File: src/rtl/ceu_div_pkg.sv
// Shared types and the round-robin pick helper for the CEU divider arbiter.
package ceu_div_pkg;

    localparam int unsigned DBL_WIDTH = 64;
    localparam int unsigned MAX_REQ   = 8;
    localparam int unsigned PICK_W    = 3;

    typedef logic [63:0] dbl_t;

    typedef enum logic [1:0] {
        RUN     = 2'd0,
        DRAIN   = 2'd1,
        DRAINED = 2'd2
    } arb_state_e;

    // First set bit of req at or after ptr, wrapping modulo n; 0 when req is empty.
    function automatic logic [PICK_W-1:0] rr_pick(input logic [MAX_REQ-1:0] req,
                                                  input logic [PICK_W-1:0]  ptr,
                                                  input int unsigned        n);
        logic [PICK_W-1:0] pick;
        logic              found;
        int unsigned       idx;
        pick  = '0;
        found = 1'b0;
        for (int unsigned k = 0; k < MAX_REQ; k++) begin
            idx = (32'(ptr) + k) % n;
            if (!found && (k < n) && req[PICK_W'(idx)]) begin
                pick  = PICK_W'(idx);
                found = 1'b1;
            end
        end
        return pick;
    endfunction

endpackage

File: src/rtl/ceu_div_arbiter_tag_fifo.sv
// In-order requester tag FIFO tracking divides outstanding in the shared divider.
module ceu_tag_fifo #(
    parameter int unsigned WIDTH = 2,
    parameter int unsigned DEPTH = 32
) (
    input  logic                         clk,
    input  logic                         rst_n,
    input  logic                         push_i,
    input  logic [WIDTH-1:0]             data_i,
    input  logic                         pop_i,
    output logic [WIDTH-1:0]             rd_data_c,
    output logic                         empty_o,
    output logic                         full_o,
    output logic [$clog2(DEPTH+1)-1:0]   count_o
);
    localparam int unsigned AW = (DEPTH > 1) ? $clog2(DEPTH) : 1;
    localparam int unsigned CW = $clog2(DEPTH + 1);

    logic [WIDTH-1:0] mem_q [DEPTH];
    logic [AW-1:0]    wr_q, wr_d, rd_q, rd_d;
    logic [CW-1:0]    count_q, count_d;
    logic             empty_q, full_q, push_ok, pop_ok;

    function automatic logic [AW-1:0] nxt(input logic [AW-1:0] p);
        return (p == AW'(DEPTH - 1)) ? '0 : p + 1'b1;
    endfunction

    // A push into a full FIFO is accepted only when a pop frees the head slot.
    always_comb begin
        pop_ok  = pop_i && !empty_q;
        push_ok = push_i && (!full_q || pop_ok);
        wr_d    = push_ok ? nxt(wr_q) : wr_q;
        rd_d    = pop_ok ? nxt(rd_q) : rd_q;
        count_d = count_q + CW'(push_ok) - CW'(pop_ok);
    end

    always_ff @(posedge clk) begin
        if (push_ok) mem_q[wr_q] <= data_i;
    end

    always_ff @(posedge clk or negedge rst_n) begin
        if (!rst_n) begin
            wr_q    <= '0;
            rd_q    <= '0;
            count_q <= '0;
            empty_q <= 1'b1;
            full_q  <= 1'b0;
        end else begin
            wr_q    <= wr_d;
            rd_q    <= rd_d;
            count_q <= count_d;
            empty_q <= (count_d == '0);
            full_q  <= (count_d == CW'(DEPTH));
        end
    end

    assign rd_data_c = mem_q[rd_q];
    assign empty_o   = empty_q;
    assign full_o    = full_q;
    assign count_o   = count_q;

endmodule

File: src/rtl/ceu_div_arbiter.sv
// Round-robin arbiter sharing one pipelined FP64 divider across CEU requesters.
// Optional statistics counters are enabled with CEU_DIV_ARB_STATS_EN.
module ceu_div_arbiter #(
    parameter int unsigned NUM_REQ      = 4,
    parameter int unsigned DBL_WIDTH    = ceu_div_pkg::DBL_WIDTH,
    parameter int unsigned MAX_INFLIGHT = 32
) (
    input  logic                           clk,
    input  logic                           rst_n,
    input  logic [NUM_REQ-1:0]             req_valid,
    output logic [NUM_REQ-1:0]             req_ready,
    input  logic [NUM_REQ*DBL_WIDTH-1:0]   req_num,
    input  logic [NUM_REQ*DBL_WIDTH-1:0]   req_den,
    output logic [NUM_REQ-1:0]             resp_valid,
    output logic [DBL_WIDTH-1:0]           resp_quot,
    output logic                           div_valid,
    output logic [DBL_WIDTH-1:0]           div_numerator,
    output logic [DBL_WIDTH-1:0]           div_denominator,
    input  logic                           div_finish,
    input  logic [DBL_WIDTH-1:0]           div_quotient,
    input  logic                           drain_req,
    output logic                           drain_done,
    output logic                           busy,
    output logic                           err_orphan
`ifdef CEU_DIV_ARB_STATS_EN
    ,
    output logic [31:0]                    stat_issued,
    output logic [31:0]                    stat_full_stall,
    output logic [$clog2(MAX_INFLIGHT+1)-1:0] stat_max_inflight
`endif
);
    import ceu_div_pkg::*;

    localparam int unsigned ID_W  = (NUM_REQ > 1) ? $clog2(NUM_REQ) : 1;
    localparam int unsigned CNT_W = $clog2(MAX_INFLIGHT + 1);

    arb_state_e             state_q, state_d;
    logic [ID_W-1:0]        ptr_q, ptr_d, pick, pop_tag;
    logic [NUM_REQ-1:0]     resp_valid_q, resp_valid_d;
    logic [DBL_WIDTH-1:0]   resp_quot_q, resp_quot_d;
    logic [DBL_WIDTH-1:0]   num_q, num_d, den_q, den_d;
    logic                   div_valid_q, drain_done_q, busy_q, err_orphan_q, err_orphan_d;
    logic                   grant, pop, orphan, fifo_empty, fifo_full;
    logic [CNT_W-1:0]       inflight, inflight_d;

    ceu_tag_fifo #(
        .WIDTH (ID_W),
        .DEPTH (MAX_INFLIGHT)
    ) u_tag_fifo (
        .clk       (clk),
        .rst_n     (rst_n),
        .push_i    (grant),
        .data_i    (pick),
        .pop_i     (pop),
        .rd_data_c (pop_tag),
        .empty_o   (fifo_empty),
        .full_o    (fifo_full),
        .count_o   (inflight)
    );

    // Grant, issue, return and drain-FSM next state; rst_n gates the combinational grant.
    always_comb begin
        pop          = div_finish && !fifo_empty;
        orphan       = div_finish && fifo_empty;
        pick         = ID_W'(rr_pick(MAX_REQ'(req_valid), PICK_W'(ptr_q), NUM_REQ));
        grant        = rst_n && (state_q == RUN) && (|req_valid) && (!fifo_full || pop);
        req_ready    = '0;
        ptr_d        = ptr_q;
        num_d        = num_q;
        den_d        = den_q;
        resp_valid_d = '0;
        resp_quot_d  = resp_quot_q;
        err_orphan_d = err_orphan_q | orphan;
        inflight_d   = inflight + CNT_W'(grant) - CNT_W'(pop);
        state_d      = state_q;

        if (grant) begin
            req_ready[pick] = 1'b1;
            ptr_d = (pick == ID_W'(NUM_REQ - 1)) ? '0 : pick + 1'b1;
            num_d = req_num[pick*DBL_WIDTH +: DBL_WIDTH];
            den_d = req_den[pick*DBL_WIDTH +: DBL_WIDTH];
        end
        if (pop) begin
            resp_valid_d[pop_tag] = 1'b1;
            resp_quot_d           = div_quotient;
        end

        case (state_q)
            RUN:     if (drain_req) state_d = DRAIN;
            DRAIN: begin
                if (!drain_req)               state_d = RUN;
                else if (inflight_d == '0)    state_d = DRAINED;
            end
            DRAINED: if (!drain_req) state_d = RUN;
            default: state_d = RUN;
        endcase
    end

    always_ff @(posedge clk or negedge rst_n) begin
        if (!rst_n) begin
            state_q      <= RUN;
            ptr_q        <= '0;
            resp_valid_q <= '0;
            resp_quot_q  <= '0;
            div_valid_q  <= 1'b0;
            num_q        <= '0;
            den_q        <= '0;
            drain_done_q <= 1'b0;
            busy_q       <= 1'b0;
            err_orphan_q <= 1'b0;
        end else begin
            state_q      <= state_d;
            ptr_q        <= ptr_d;
            resp_valid_q <= resp_valid_d;
            resp_quot_q  <= resp_quot_d;
            div_valid_q  <= grant;
            num_q        <= num_d;
            den_q        <= den_d;
            drain_done_q <= (state_d == DRAINED);
            busy_q       <= (inflight_d != '0);
            err_orphan_q <= err_orphan_d;
        end
    end

    assign resp_valid      = resp_valid_q;
    assign resp_quot       = resp_quot_q;
    assign div_valid       = div_valid_q;
    assign div_numerator   = num_q;
    assign div_denominator = den_q;
    assign drain_done      = drain_done_q;
    assign busy            = busy_q;
    assign err_orphan      = err_orphan_q;

`ifdef CEU_DIV_ARB_STATS_EN
    logic [31:0]      issued_q, stall_q;
    logic [CNT_W-1:0] hwm_q;
    logic             full_stall;

    assign full_stall = (state_q == RUN) && (|req_valid) && fifo_full && !pop;

    // Saturating counters; only reset clears them.
    always_ff @(posedge clk or negedge rst_n) begin
        if (!rst_n) begin
            issued_q <= '0;
            stall_q  <= '0;
            hwm_q    <= '0;
        end else begin
            if (grant && (issued_q != '1))     issued_q <= issued_q + 32'd1;
            if (full_stall && (stall_q != '1)) stall_q  <= stall_q + 32'd1;
            if (inflight_d > hwm_q)            hwm_q    <= inflight_d;
        end
    end

    assign stat_issued       = issued_q;
    assign stat_full_stall   = stall_q;
    assign stat_max_inflight = hwm_q;
`endif

endmodule
File: config.mk
export PLATFORM = sky130hd
export DESIGN_NAME = ceu_div_arbiter
export DESIGN_NICKNAME = d
export VERILOG_FILES = /design/src/rtl/ceu_div_pkg.sv /design/src/rtl/ceu_div_arbiter_tag_fifo.sv /design/src/rtl/ceu_div_arbiter.sv
export SDC_FILE = /design/constraint.sdc
export NUM_CORES = 1
export LEC_CHECK = 0
export ABC_CLOCK_PERIOD_IN_PS = 5400
export BUFFER_PORTS_ARGS = -buffer_cell sky130_fd_sc_hd__buf_4
export CORE_AREA = 3 3 304 306
export DETAILED_ROUTE_END_ITERATION = 7
export DIE_AREA = 0 0 307 309
export HOLD_SLACK_MARGIN = 0.05
export PLACE_DENSITY = 0.36
export RECOVER_POWER = 25
export SYNTH_ARGS = -nofsm -noshare
export SYNTH_HDL_FRONTEND = slang
export SYNTH_SLANG_ARGS = --single-unit
export TNS_END_PERCENT = 100
File: constraint.sdc
create_clock -name clk -period 5.4 [get_ports clk]
set_input_delay 0.54 -clock clk [delete_from_list [all_inputs] [get_ports clk]]
set_output_delay 0.54 -clock clk [all_outputs]
set_load 0.02 [all_outputs]
==> key figures <==
Setup path
  • Worst EP arrival: roughly 4.3 ns
  • Crit-path leading delay family: compound AO/OA/AOI/OAI gates
  • CP Max Fanout: 14
  • WP buf/inv: 2
  • Worst path slowest cell: nor4_1
  • FF-to-FF path depth: 11
  • Critical Path RT: 5.80 ns
  • R2R setup slack: 1.55 ns
  • Terminus of the critical flop-to-flop path: state_q[0]
  • Crit path top cell by count: inv_1
  • Critical path class: flop to flop
  • Crit-path cells: nand2b_1 > inv_1 > o2111ai_4 > inv_1 > ha_1 > fa_1 > a211oi_1 > xor2_1 > a31oi_1 > nor4_1 > a311oi_1
  • CP Launch Type: flop
  • Worst R2R Start: u_tag_fifo.empty_o
  • Slowest stage delay, CP: 0.56 ns
  • CP Capture Type: flop

Floorplan
  • Die area: 94900 µm²
  • Core box area: ~90000 µm²
  • Die height: 309 µm
  • Top Ports: 788
  • Site row count: 110
  • Initial Utilization: 0.173
  • Horiz. Die Dim: 307 µm

Yosys
  • Area leader, netlist: dfrtp_1
  • Distinct cells, synth: 45
  • Post-synth net total: 2253
  • Yosys reg bits: 286
  • Synth top area cells: dfrtp_1, a211oi_1, edfxtp_1, and3_1, nand2_1
  • Syn avg cell area: 9.41 µm²
  • Post-Syn Area: 15500 µm²
  • Sequential element share of the synthesized area: 0.482
  • Most numerous cell in the Yosys netlist: nand2_1
  • Prevailing post-synth register cell: dfrtp_1
  • Post-synth top area share: 0.357
  • Cells after Synth: 1649
  • Number of enable flip-flop cells after synthesis: 64
  • Synthesis Warnings: 0
  • Synth cell count leaders: nand2_1, and3_1, a211oi_1, dfrtp_1, o31ai_1
  • Post-synth ARST share: 0.776

Final layout
  • Util after Layout: 0.264
  • Post-route cell area: roughly 24000 µm²
  • Final nets: just under 3k
  • FILL cells: 9782
  • Area grow syn2layout: 52.8%
  • Footprint of the multi-input gates: 7300 µm²
  • Layout cells sized above 1: 0.337
  • Seq. cell area: 7480 µm²

Drt
  • Vias: 15.9k
  • Vias per Instance: 4.50
  • DRT antenna net count: 0
  • Wirelength, routed: ~86000 µm
  • DRT iter0 DRCs: 1137
  • Drt pass-1 iters: 6
  • DR WL/cell: 24.2 µm
  • Remaining DRCs: 0

Power
  • Seq pwr share: 0.279
  • P_leak: about 11 nW
  • Sw frac: 0.434
  • Logic pwr share: 0.469
  • PD cells: 523 nW/µm²
  • VDD IR max: 210 µV
  • P_int: 7.01 mW
  • Psw: 5.38 mW
  • Clock Power Share: 0.251

Clock network
  • Setup Buffers After CTS: 0
  • H-tree Lvls: 2
  • CTS sink count: 286
  • CTS tree: done
  • Resized cells post-CTS: 0
  • Num CTS Buffers: 41
  • Clock transition at the registers of the reported paths: 0.06 ns
  • Clk_lat worst skew: between 0.5 and 0.6 ns
  • Clk buf depth: 3
  • Root Buffer: clkbuf_16

Placed design
  • Port Buf Inserts: 787
  • Pre-CTS setup slack: approximately 1.5 ns
  • Post-DP HPWL: 64000 µm
  • Final GP Congestion: 0.908
  • Placed Area: 22500 µm²

Hold path
  • Hold Path Class: primary input to flop
  • Hold endpoint: resp_quot[26]
  • WHS Path Cells: 3
  • HP Start: div_quotient[26]

Global route
  • Initial antenna violation count: 16
  • Largest net degree at the start of global routing: 149
  • Vias in the first global route: 16.6k
  • Grt ovf: 0
  • Total GRT Usage: 0.172
  • First-pass GRT wire length: 121000 µm

Timing
  • Achievable frequency: 0.260 GHz
  • RSZ-0062 raised after global routing: false
  • Setup TNS: 0 ns
  • Final setup viols: 0
  • Rel. slew slack: 0.331
  • Final Skew: 0.0236 ns
  • Fin worst setup slack: 1.55 ns
  • Post-layout min period: 3.85 ns
  • Worst-margin pin slew: 1.00 ns
  • Period utilization: 0.713
  • Pins over their slew limit: 0
  • Final hold vios: 0

Job
  • MaxCap Viol Count: 0

Outcome
  • Outcome: finished clean
[routing by layer]
layer / share of wire / wire (µm) / global-route usage
met3: 0.082 / 7010 / 0.0533
met4: 0.019 / 1630 / 0.0344
met5: 0.00048 / 41 / 0
met1: 0.40 / 34500 / 0.210
met2: 0.50 / 42400 / 0.298
[cell type report]
class                           instances  area share
Multi-Input combinational cell       1172       0.308
Clock inverter                         26      0.0182
Inverter                               22     0.00401
Sequential cell                       286       0.316
Timing Repair Buffer                  807       0.245
Clock buffer                           47      0.0464
Antenna cell                            9    0.000950
Tap cell                             1176      0.0621
[how the worst max path moves through the flow]
stage,start,endpoint,slack [ns],cells past startpoint
after floorplan,req_valid[1],state_q[0],1.96,11
after global placement,req_valid[1],state_q[0],1.56,11
after detailed placement,req_valid[1],state_q[0],1.46,11
after CTS,ptr_q[1],req_ready[3],1.61,7
after global routing,u_tag_fifo.empty_o,state_q[0],1.22,11
final,u_tag_fifo.empty_o,state_q[0],1.55,11
[cell families (layout without fill, tap and decap cells)]
| kind of cell | count (synthesis) | in the layout | synth area share |
|---|---|---|---|
| compound gates | 428 | 428 | 0.205 |
| xor+xnor | 9 | 9 | 0.00508 |
| fa+ha+maj | 20 | 20 | 0.0171 |
| buf+inv | 191 | 902 | 0.0499 |
| flops | 286 | 286 | 0.482 |
| mux | 28 | 28 | 0.0261 |
| other cells | 0 | 9 | 0 |
| simple gates | 687 | 687 | 0.215 |
[per-stage QoR]
stage	hold WS, ns	power [mW]	cells
2_1_floorplan	0.244	6.89	1649
3_3_place_gp	0.459	9.61	3462
3_5_place_dp	0.462	9.63	3462
4_1_cts	0.0979	12.9	3536
5_1_grt	0.116	13.2	3541
6_report	0.159	12.4	3545
[power groups by stage]
stage	registers (mW)	clock network (mW)	logic, mW
detailed placement	3.49	0	6.14
floorplan	4.08	0	2.81
finish	3.46	3.11	5.81
global placement	3.49	0	6.11
global route	3.56	3.33	6.34
CTS	3.47	3.25	6.14
[registers in the layout, summed over array words and instances, names as in the netlist]
register / cells
u_tag_fifo.rd_q: 5
resp_valid: 4
resp_quot: 64
state_q: 2
drain_done: 1
busy: 1
div_denominator: 64
u_tag_fifo.mem_q: 64
div_valid: 1
u_tag_fifo.empty_o: 1
ptr_q: 2
err_orphan: 1
div_numerator: 64
u_tag_fifo.full_o: 1
u_tag_fifo.wr_q: 5
u_tag_fifo.count_o: 6
[worst reg2reg max path: stages, from the launching register on]
cell and delay, ns:
dfstp_1 0.54, nand2b_1 0.29, inv_1 0.26, o2111ai_4 0.28, inv_1 0.24, ha_1 0.32
fa_1 0.44, a211oi_1 0.28, xor2_1 0.18, a31oi_1 0.11, nor4_1 0.56, a311oi_1 0.19
[what timing repair did]
action | 4_1_cts | 5_1_grt
endpoints found under the setup margin | 0 | 0
hold buffers | 1 | 0
endpoints found under the hold margin | 46 | 0
[cell usage in the layout (no fill, tap or decap), drive strengths merged, types with 18 or more instances in the layout]
| cell type | n |
|---|---|
| a211oi | 258 |
| and3 | 260 |
| buf | 713 |
| clkbuf | 140 |
| dfrtp | 221 |
| edfxtp | 64 |
| ha | 18 |
| inv | 23 |
| mux2i | 18 |
| nand2 | 347 |
| nor2 | 39 |
| o31ai | 130 |
Note: power is estimated with default switching activity, not from simulation.
